<file path="config.mk">
export PLATFORM = sky130hd
export DESIGN_NAME = proc_ctrl_unit
export DESIGN_NICKNAME = d
export VERILOG_FILES = /design/src/rtl/proc_pkg.sv /design/src/rtl/onehot_dec.sv /design/src/rtl/proc_ctrl_unit.sv
export SDC_FILE = /design/constraint.sdc
export NUM_CORES = 1
export LEC_CHECK = 0
export BUFFER_PORTS_ARGS = -buffer_cell sky130_fd_sc_hd__buf_2
export CAP_MARGIN = 40
export CORE_MARGIN = 5
export CORE_UTILIZATION = 35
export CTS_BUF_LIST = sky130_fd_sc_hd__clkbuf_2
export CTS_CLUSTER_SIZE = 14
export DETAILED_ROUTE_END_ITERATION = 7
export GPL_ROUTABILITY_DRIVEN = 0
export PLACE_DENSITY_LB_ADDON = 0.3
export SYNTH_ARGS = -nofsm -noshare
export SYNTH_HDL_FRONTEND = slang
export SYNTH_SLANG_ARGS = --single-unit
export TNS_END_PERCENT = 100
</file>
<file path="constraint.sdc">
create_clock -name clk -period 2.4 [get_ports clk]
set_input_delay 0.12 -clock clk [delete_from_list [all_inputs] [get_ports clk]]
set_output_delay 0.12 -clock clk [all_outputs]
set_load 0.02 [all_outputs]
</file>
<file path="src/rtl/proc_pkg.sv">
// Shared definitions for the register-file processor control unit.
// Contents:
//   - opcode constants carried in IR[IR_W-1 -: 3]
//   - ALU operation select encodings driven on alu_op
//   - control FSM state type
//   - helpers classifying opcodes
package proc_pkg;

  localparam logic [2:0] OPC_MV   = 3'd0;
  localparam logic [2:0] OPC_MVI  = 3'd1;
  localparam logic [2:0] OPC_ADD  = 3'd2;
  localparam logic [2:0] OPC_SUB  = 3'd3;
  localparam logic [2:0] OPC_AND  = 3'd4;
  localparam logic [2:0] OPC_MVNZ = 3'd5;

  localparam logic [1:0] ALU_OP_ADD = 2'b00;
  localparam logic [1:0] ALU_OP_SUB = 2'b01;
  localparam logic [1:0] ALU_OP_AND = 2'b10;

  typedef enum logic [1:0] {
    ST_IDLE = 2'd0,
    ST_T1   = 2'd1,
    ST_T2   = 2'd2,
    ST_T3   = 2'd3
  } state_t;

  // True for the three-step opcodes that go through A and G.
  function automatic logic is_alu_opc(input logic [2:0] opc);
    return (opc == OPC_ADD) || (opc == OPC_SUB) || (opc == OPC_AND);
  endfunction

  // ALU select for an ALU opcode; add for anything else.
  function automatic logic [1:0] alu_sel(input logic [2:0] opc);
    logic [1:0] sel;
    case (opc)
      OPC_SUB: sel = ALU_OP_SUB;
      OPC_AND: sel = ALU_OP_AND;
      default: sel = ALU_OP_ADD;
    endcase
    return sel;
  endfunction

endpackage

</file>
<file path="src/rtl/onehot_dec.sv">
// Index to one-hot decoder with enable.
// Ports:
//   i_idx  in  W       register index
//   i_en   in  1       decode enable; output is all-zero when low
//   o_vec  out 2**W    one-hot vector with bit i_idx set when enabled
module onehot_dec #(
  parameter int W = 3
) (
  input  logic [W-1:0]      i_idx,
  input  logic              i_en,
  output logic [(2**W)-1:0] o_vec
);

  always_comb begin
    o_vec = '0;
    if (i_en) o_vec[i_idx] = 1'b1;
  end

endmodule

</file>
<file path="src/rtl/proc_ctrl_unit.sv">
// Control unit for the simple register-file processor. Accepts one
// instruction per Run request in IDLE and sequences the bus/load enables
// over one (mv, mvi, mvnz, illegal) or three (add, sub, and) timesteps.
// Ports:
//   clk      in   1      rising-edge clock
//   Resetn   in   1      asynchronous active-low reset
//   Run      in   1      start request, sampled only in IDLE
//   IR       in   IR_W   instruction {opc[2:0], rx, ry}
//   Gnz      in   1      G non-zero status for mvnz
//   IRin     out  1      IR load enable (mirrors Run in IDLE)
//   Rin      out  NREGS  one-hot register write enables
//   Rout     out  NREGS  one-hot register bus-drive enables
//   Ain      out  1      A load
//   Gin      out  1      G load
//   Gout     out  1      G drives bus
//   DINout   out  1      DIN drives bus
//   alu_op   out  2      ALU select, 00 unless Gin
//   Done     out  1      completion pulse
//   Illegal  out  1      undefined-opcode pulse, coincident with Done
module proc_ctrl_unit
  import proc_pkg::*;
#(
  parameter  int RA_W  = 3,
  localparam int NREGS = 2**RA_W,
  localparam int IR_W  = 3 + 2*RA_W
) (
  input  logic             clk,
  input  logic             Resetn,
  input  logic             Run,
  input  logic [IR_W-1:0]  IR,
  input  logic             Gnz,
  output logic             IRin,
  output logic [NREGS-1:0] Rin,
  output logic [NREGS-1:0] Rout,
  output logic             Ain,
  output logic             Gin,
  output logic             Gout,
  output logic             DINout,
  output logic [1:0]       alu_op,
  output logic             Done,
  output logic             Illegal
);

  state_t          r_state;
  state_t          w_state_nxt;
  logic [IR_W-1:0] r_ir;
  logic            w_ir_load;

  logic [2:0]      w_opc;
  logic [RA_W-1:0] w_rx;
  logic [RA_W-1:0] w_ry;

  // Register select requests from the sequencer.
  logic            w_rx_rin;
  logic            w_rx_rout;
  logic            w_ry_rout;
  logic [NREGS-1:0] w_rx_oh;
  logic [NREGS-1:0] w_ry_oh;

  assign w_opc = r_ir[IR_W-1 -: 3];
  assign w_rx  = r_ir[2*RA_W-1 -: RA_W];
  assign w_ry  = r_ir[RA_W-1:0];

  always_ff @(posedge clk or negedge Resetn) begin
    if (!Resetn) begin
      r_state <= ST_IDLE;
      r_ir    <= '0;
    end else begin
      r_state <= w_state_nxt;
      if (w_ir_load) r_ir <= IR;
    end
  end

  always_comb begin
    w_state_nxt = r_state;
    w_ir_load   = 1'b0;
    w_rx_rin    = 1'b0;
    w_rx_rout   = 1'b0;
    w_ry_rout   = 1'b0;
    IRin        = 1'b0;
    Ain         = 1'b0;
    Gin         = 1'b0;
    Gout        = 1'b0;
    DINout      = 1'b0;
    alu_op      = ALU_OP_ADD;
    Done        = 1'b0;
    Illegal     = 1'b0;

    case (r_state)
      ST_IDLE: begin
        // Gated by Resetn so every output is low while reset is held,
        // even though Run is passed straight through in IDLE.
        IRin = Run & Resetn;
        if (Run) begin
          w_ir_load   = 1'b1;
          w_state_nxt = ST_T1;
        end
      end

      ST_T1: begin
        w_state_nxt = ST_IDLE;
        case (w_opc)
          OPC_MV: begin
            w_ry_rout = 1'b1;
            w_rx_rin  = 1'b1;
            Done      = 1'b1;
          end
          OPC_MVI: begin
            DINout   = 1'b1;
            w_rx_rin = 1'b1;
            Done     = 1'b1;
          end
          OPC_MVNZ: begin
            w_ry_rout = Gnz;
            w_rx_rin  = Gnz;
            Done      = 1'b1;
          end
          OPC_ADD, OPC_SUB, OPC_AND: begin
            w_rx_rout   = 1'b1;
            Ain         = 1'b1;
            w_state_nxt = ST_T2;
          end
          default: begin
            Illegal = 1'b1;
            Done    = 1'b1;
          end
        endcase
      end

      ST_T2: begin
        w_ry_rout   = 1'b1;
        Gin         = 1'b1;
        alu_op      = alu_sel(w_opc);
        w_state_nxt = is_alu_opc(w_opc) ? ST_T3 : ST_IDLE;
      end

      ST_T3: begin
        Gout        = 1'b1;
        w_rx_rin    = 1'b1;
        Done        = 1'b1;
        w_state_nxt = ST_IDLE;
      end

      default: w_state_nxt = ST_IDLE;
    endcase
  end

  onehot_dec #(.W(RA_W)) u_dec_rx (
    .i_idx (w_rx),
    .i_en  (w_rx_rin | w_rx_rout),
    .o_vec (w_rx_oh)
  );

  onehot_dec #(.W(RA_W)) u_dec_ry (
    .i_idx (w_ry),
    .i_en  (w_ry_rout),
    .o_vec (w_ry_oh)
  );

  // rx is only ever a write target or a bus source, never both in one step.
  assign Rin  = w_rx_rin ? w_rx_oh : '0;
  assign Rout = (w_rx_rout ? w_rx_oh : '0) | w_ry_oh;

endmodule

</file>
# ---- Yosys cells after proc, flatten, opt, wreduce, memory -nomap -nowiden
# Index checks and enable logic that the tools add are counted.
dict set report totals {
  register_bits 11
  latch_bits 0
  ram_bits 0
  mem_bits_ro 0
  input_bits 13
  word_cells 58
  mem_count 0
}
dict set report op_classes {
  add_sub_neg 0
  multipliers 0
  div 0
  order_cmp 4
  n_eq_ne 9
  n_shift 0
  mux 31
  bitwise 3
  reduce_logical 9
}
# op n
set ops {}
lappend ops {{$mux W8} 4}
lappend ops {{$mux W1} 14}
lappend ops {{$pmux W1 S2} 5}
lappend ops {{$lt A3 B4 Y1 const B} 2}
lappend ops {{$mux W2} 4}
lappend ops {{$or A8 B8 Y8} 1}
lappend ops {{$pmux W2 S4} 1}
lappend ops {{$demux W1 S3} 2}
lappend ops {{$eq A3 B2 Y1 const B} 2}
lappend ops {{$eq A3 B3 Y1 const B} 2}
lappend ops {{$ge A3 B1 Y1 const B} 2}
lappend ops {{$reduce_or A6 Y1} 1}
lappend ops {{$eq A2 B2 Y1 const B} 2}
lappend ops {{$pmux W2 S2} 1}
lappend ops {{$eq A3 B1 Y1 const B} 1}
lappend ops {{$logic_not A3 Y1} 1}
lappend ops {{$reduce_or A3 Y1} 1}
lappend ops {{$eq A2 B1 Y1 const B} 1}
lappend ops {{$logic_and A1 B1 Y1} 2}
lappend ops {{$logic_not A2 Y1} 1}
lappend ops {{$logic_or A1 B1 Y1} 2}
lappend ops {{$ne A2 B2 Y1 const B} 1}
lappend ops {{$reduce_or A2 Y1} 1}
lappend ops {{$and A1 B1 Y1} 1}
lappend ops {{$or A1 B1 Y1} 1}

# ---- Logic depth before layout (Yosys ltp)
dict set report logic_depth {
  depth_word 8
  ltp_mapped 5
  mapped_depth_nobuf 5
}

# ---- By module
# A second synthesis with hierarchy kept.
dict set report unflattened {
  cells_unflattened 85
  hier_area_um2 923.4
}
# module n_inst cells_per_inst area_per_inst_um2 seq_area_each_um2
set modules_own_cells {}
lappend modules_own_cells {proc_ctrl_unit 1 69 732.0 275.3}
lappend modules_own_cells {{onehot_dec at u_dec_rx} 1 8 96.3 0.0}
lappend modules_own_cells {{onehot_dec at u_dec_ry} 1 8 95.1 0.0}

# ---- Worst setup path after synthesis
# Ideal clock, no wire load.
dict set report synth_timing {
  path_kind {register to output}
  startpoint {register r_state[0]}
  endpoint {output Rout[1]}
  arrival_ns 1.584
  t_required_ns 2.280
  slack_ns 0.696
  path_stages_with_launch 6
  path_cell_list {dfrtp_1 inv_1 ha_1 o21bai_1 o221ai_2 o22ai_1}
}
dict set report synth_via {
  elab_chain_len 6
  elab_cells_between_ends 11
}
# item line_no
set synth_lines {}
lappend synth_lines {{start: declaration} proc_ctrl_unit.sv:44} ;# state_t r_state;
lappend synth_lines {{start signal: assignment} proc_ctrl_unit.sv:69} ;# r_state <= w_state_nxt;
lappend synth_lines {{$eq A2 B2 Y1 or $eq A2 B1 Y1 (tied branches)} proc_ctrl_unit.sv:89} ;# case (r_state)
lappend synth_lines {{$pmux W1 S2 or $mux W1 (tied branches)} proc_ctrl_unit.sv:89}
lappend synth_lines {{$or A1 B1 Y1} proc_ctrl_unit.sv:150} ;# .i_en (w_rx_rin | w_rx_rout),
lappend synth_lines {{$mux W8} onehot_dec.sv:16} ;# if (i_en) o_vec[i_idx] = 1'b1;
lappend synth_lines {{$mux W8} proc_ctrl_unit.sv:162} ;# assign Rout = (w_rx_rout ? w_rx_oh : '0) | w_ry_oh;
lappend synth_lines {{$or A8 B8 Y8 (*)} proc_ctrl_unit.sv:162}
lappend synth_lines {{end: declaration} proc_ctrl_unit.sv:34} ;# output logic [NREGS-1:0] Rout,
# Every way passes the cells marked *; elsewhere a longest branch is shown, timed or not.

# ---- Final worst setup path
dict set report layout_timing {
  startpoint {register r_state[1]}
  endpoint {output Rout[3]}
}
# The elaborated chain is that of the path after synthesis.

==> impl_metrics.py <==
metrics = {
    "grt": {
        "grt_antenna_before_repair": 0,
        "grt_first_pass_wirelength_um": 3470,
        "track_usage_pct": 13.1,
        "grt_pass1_vias": 747,
        "grt_max_degree": 13,
        "grt_overflow": 0,
    },
    "finish": {
        "layout.nets": 142,
        "post_layout_nonfiller_instances": 152,
        "layout-drive-gt1-share_pct": 51.6,
        "syn2layout_area_growth_pct": 30.7,
        "antennaDiodeCount": 0,
    },
    "clock_network": {
        "clk_pin_slew_ns": 0.09,
        "htree_levels": 1,
        "clock_latency_ns": 0.25,
        "clkSinkCount": 11,
        "cts_tree": "done",
        "postCtsSetupBuffers": 0,
        "clockBufferDepth": 2,
        "cts_buffers": 3,
        "cts_root_buf": "clkbuf_2",
    },
    "setup_path": {
        "r2r.worst_path.cells": 4,
        "endpoint": "Rout[3]",
        "worst_setup_path_start_kind": "register",
        "cp_data_arrival_time_ns": 1.89,
        "startpoint": "r_state[1]$_DFFE_PN0P_",
        "worstPathMaxFanout": 8,
        "r2r_setup_slack_ns": 0.85,
        "worst_setup_path_end_kind": "output port",
        "cp_cell_sequence": "inv_1 -> ha_1 -> nor2b_2 -> o221ai_2 -> o22ai_1 -> buf_2",
        "r2r_end": "r_ir[7]$_DFFE_PN0P_",
        "cp_slowest_stage_delay_ns": 0.42,
        "r2r-start": "r_state[0]$_DFFE_PN0P_",
        "cp_data_required_time_ns": 2.28,
        "slowest_stage": "dfrtp_1",
        "path_class": "register to output port",
    },
    "placement": {
        "dp_hpwl_um": 1720,
        "portBuffers": 37,
        "dpl.cell_count": 147,
    },
    "route": {
        "ant_nets": 0,
        "dr.first_iter.drc_count": 11,
        "dr.pass1.iters": 4,
        "finalWirelength_um": 2100,
        "via_per_inst": 5.24,
        "vias": 797,
        "routedWlPerCell_um": 13.8,
        "drt_drc_violations_left": 0,
    },
    "timing": {
        "maxSlewViolCount": 0,
        "clock.fmax_ghz": 0.497,
        "fin_skew_ns": 0.00470,
        "maxSlewHeadroom_pct": 74.7,
        "finalHoldViolCount": 0,
        "setup_viol": 0,
        "worstMarginPinSlew_ns": 0.379,
        "fin_tns_setup_ns": 0,
        "rsz0062_at_grt": "no",
        "period_share_pct": 83.8,
        "period_minus_slack_ns": 2.01,
    },
    "synthesis": {
        "syn_area_um2": 816,
        "synth_area_leader_cell": "dfrtp_1",
        "syn_area_per_cell_um2": 9.95,
        "syn_inst": 82,
        "synth_top_area_share_pct": 33.7,
        "ys_ff_latch": 11,
        "ys_warn_count": 0,
        "synth_cell_types": 30,
        "ys_top_cells_by_area": "dfrtp_1 34%, mux2_2 12%, o22ai_1 7.7%, ha_1 6.1%, nor3_1 5.5%",
        "synth_seq_area_share_pct": 33.7,
        "synthesis.nets": 99,
    },
    "die": {
        "start_util_pct": 36.9,
        "die_h_um": 58.3,
        "fp.dieW_um": 58.3,
        "core-area_um2": 2210,
        "ios": 38,
        "row_count": 17,
        "die-area_um2": 3400,
    },
    "outcome": {
        "outcome": "finished, final reports clean",
    },
    "flow_run": {
        "maxCapViolations": 0,
    },
    "worst_hold_path": {
        "hold_path_class": "input port to register",
    },
    "power": {
        "ir_worst_vdd_v": 0.000615,
        "p_leak_nw": 0.527,
        "power-per-cell-area_nw_per_um2": 1300,
    },
}
## worst min-delay path by stage
stage                       from  cells past startpoint  slack [ns]                     end
after floorplan           Resetn                      0       -0.18     r_ir[0]$_DFFE_PN0P_
after global placement    Resetn                      1      0.0003     r_ir[7]$_DFFE_PN0P_
after detailed placement  Resetn                      1     -0.0004     r_ir[7]$_DFFE_PN0P_
after CTS                    Run                      2        0.07  r_state[1]$_DFFE_PN0P_
after global routing       IR[1]                      2        0.07     r_ir[1]$_DFFE_PN0P_
final                        Run                      2        0.09  r_state[1]$_DFFE_PN0P_
## cell families (layout without fill, tap and decap cells)
group,Yosys count,in the layout,synth area share (%)
muxes,9,9,12.4
adders and majority gates,4,4,6.14
DFF,11,11,33.7
and+or+nand+nor,35,35,27.8
buffers and inverters,3,45,1.38
AOI/OAI and AO/OA,20,20,18.6
## cell usage after synthesis
cell type	count
dfrtp_1	11
o22ai_1	10
mux2_2	9
nor3_1	9
nand2_1	5
ha_1	4
inv_1	3
nand3b_1	3
and3_1	2
nand2b_1	2
nor2_1	2
o211ai_2	2
o21ai_0	2
or3b_2	2
a21bo_2	1
a21o_1	1
a21oi_2	1
and2b_4	1
and3_2	1
and3b_2	1
and4b_2	1
nand3_1	1
nor2b_1	1
nor2b_2	1
nor3b_4	1
o21ai_1	1
o21bai_1	1
o221ai_2	1
or2_2	1
or3_1	1
## timing repair
item | in CTS | in global routing
endpoints found under the hold margin | 11 | 0
gates resized for setup | 0 | 0
hold buffers | 1 | 0
## power breakdown
part,total (W),switching [W],internal [W]
registers,0.000450,0.000170,0.000280
logic,0.000834,0.000465,0.000369
clock network,0.000101,0.0000569,0.0000443
total,0.00138,0.000691,0.000693
## routing by layer
layer  track usage (%)  routed length (um)  vias to the layer above
met3              2.67                 135                        4
met2              22.2                1040                       22
li1                  -                   -                      398
met4              4.97                  27                        0
met1              16.2                 894                      373
met5                 0                   0                        -
## stage by stage
stage                     power, W  hold WS, ns  setup slack, ns  instance area, um2  utilization (%)
after floorplan            0.00105       -0.176            0.696                 816                -
after global placement     0.00125     0.000284            0.746                1040             46.8
after detailed placement   0.00129    -0.000445            0.660                1040             46.8
after CTS                  0.00140       0.0720            0.368                1070             48.2
after global routing       0.00150       0.0688            0.169                1070             48.2
final                      0.00138       0.0856            0.388                1070             48.2
## worst max-delay path: cells and delay by family, from the launching register on
family	cells	cell delay (ns)
flops	1	0.42
compound gates	2	0.40
fa+ha+maj	1	0.29
buf+inv	2	0.28
simple gates	1	0.26
## cells in the final DEF, fill, tap and decap left out
cell type and instances:
nor2_1 2, o21bai_1 1, nand3b_1 3, or3_1 1
or3b_2 2, nor3b_4 1, o21ai_1 1, o221ai_2 1
a21o_1 1, and2b_4 1, or2_2 1, and4b_2 1
nor2b_1 1, inv_1 3, o211ai_2 2, ha_1 4
nor3_1 9, a21bo_2 1, nand2_1 5, o22ai_1 10
nor2b_2 1, nand3_1 1, nand2b_1 2, a21oi_2 1
dfrtp_1 11, dlygate4sd3_1 1, and3b_2 1, o21ai_0 2
clkbuf_2 4, and3_2 1, buf_2 37, mux2_2 9
and3_1 2
## registers in the layout (all words and copies together), names as in the netlist
register / flops
r_ir: 9
r_state: 2
## area by class of cell
class	instances	area, um2
tap	28	35.0
timing repair buffer	38	195
inverter	3	11.3
sequential	11	275
clock buffer	4	20.0
fill	234	1150
multi-input combinational	68	529
Power figures use the tool's default switching activity.
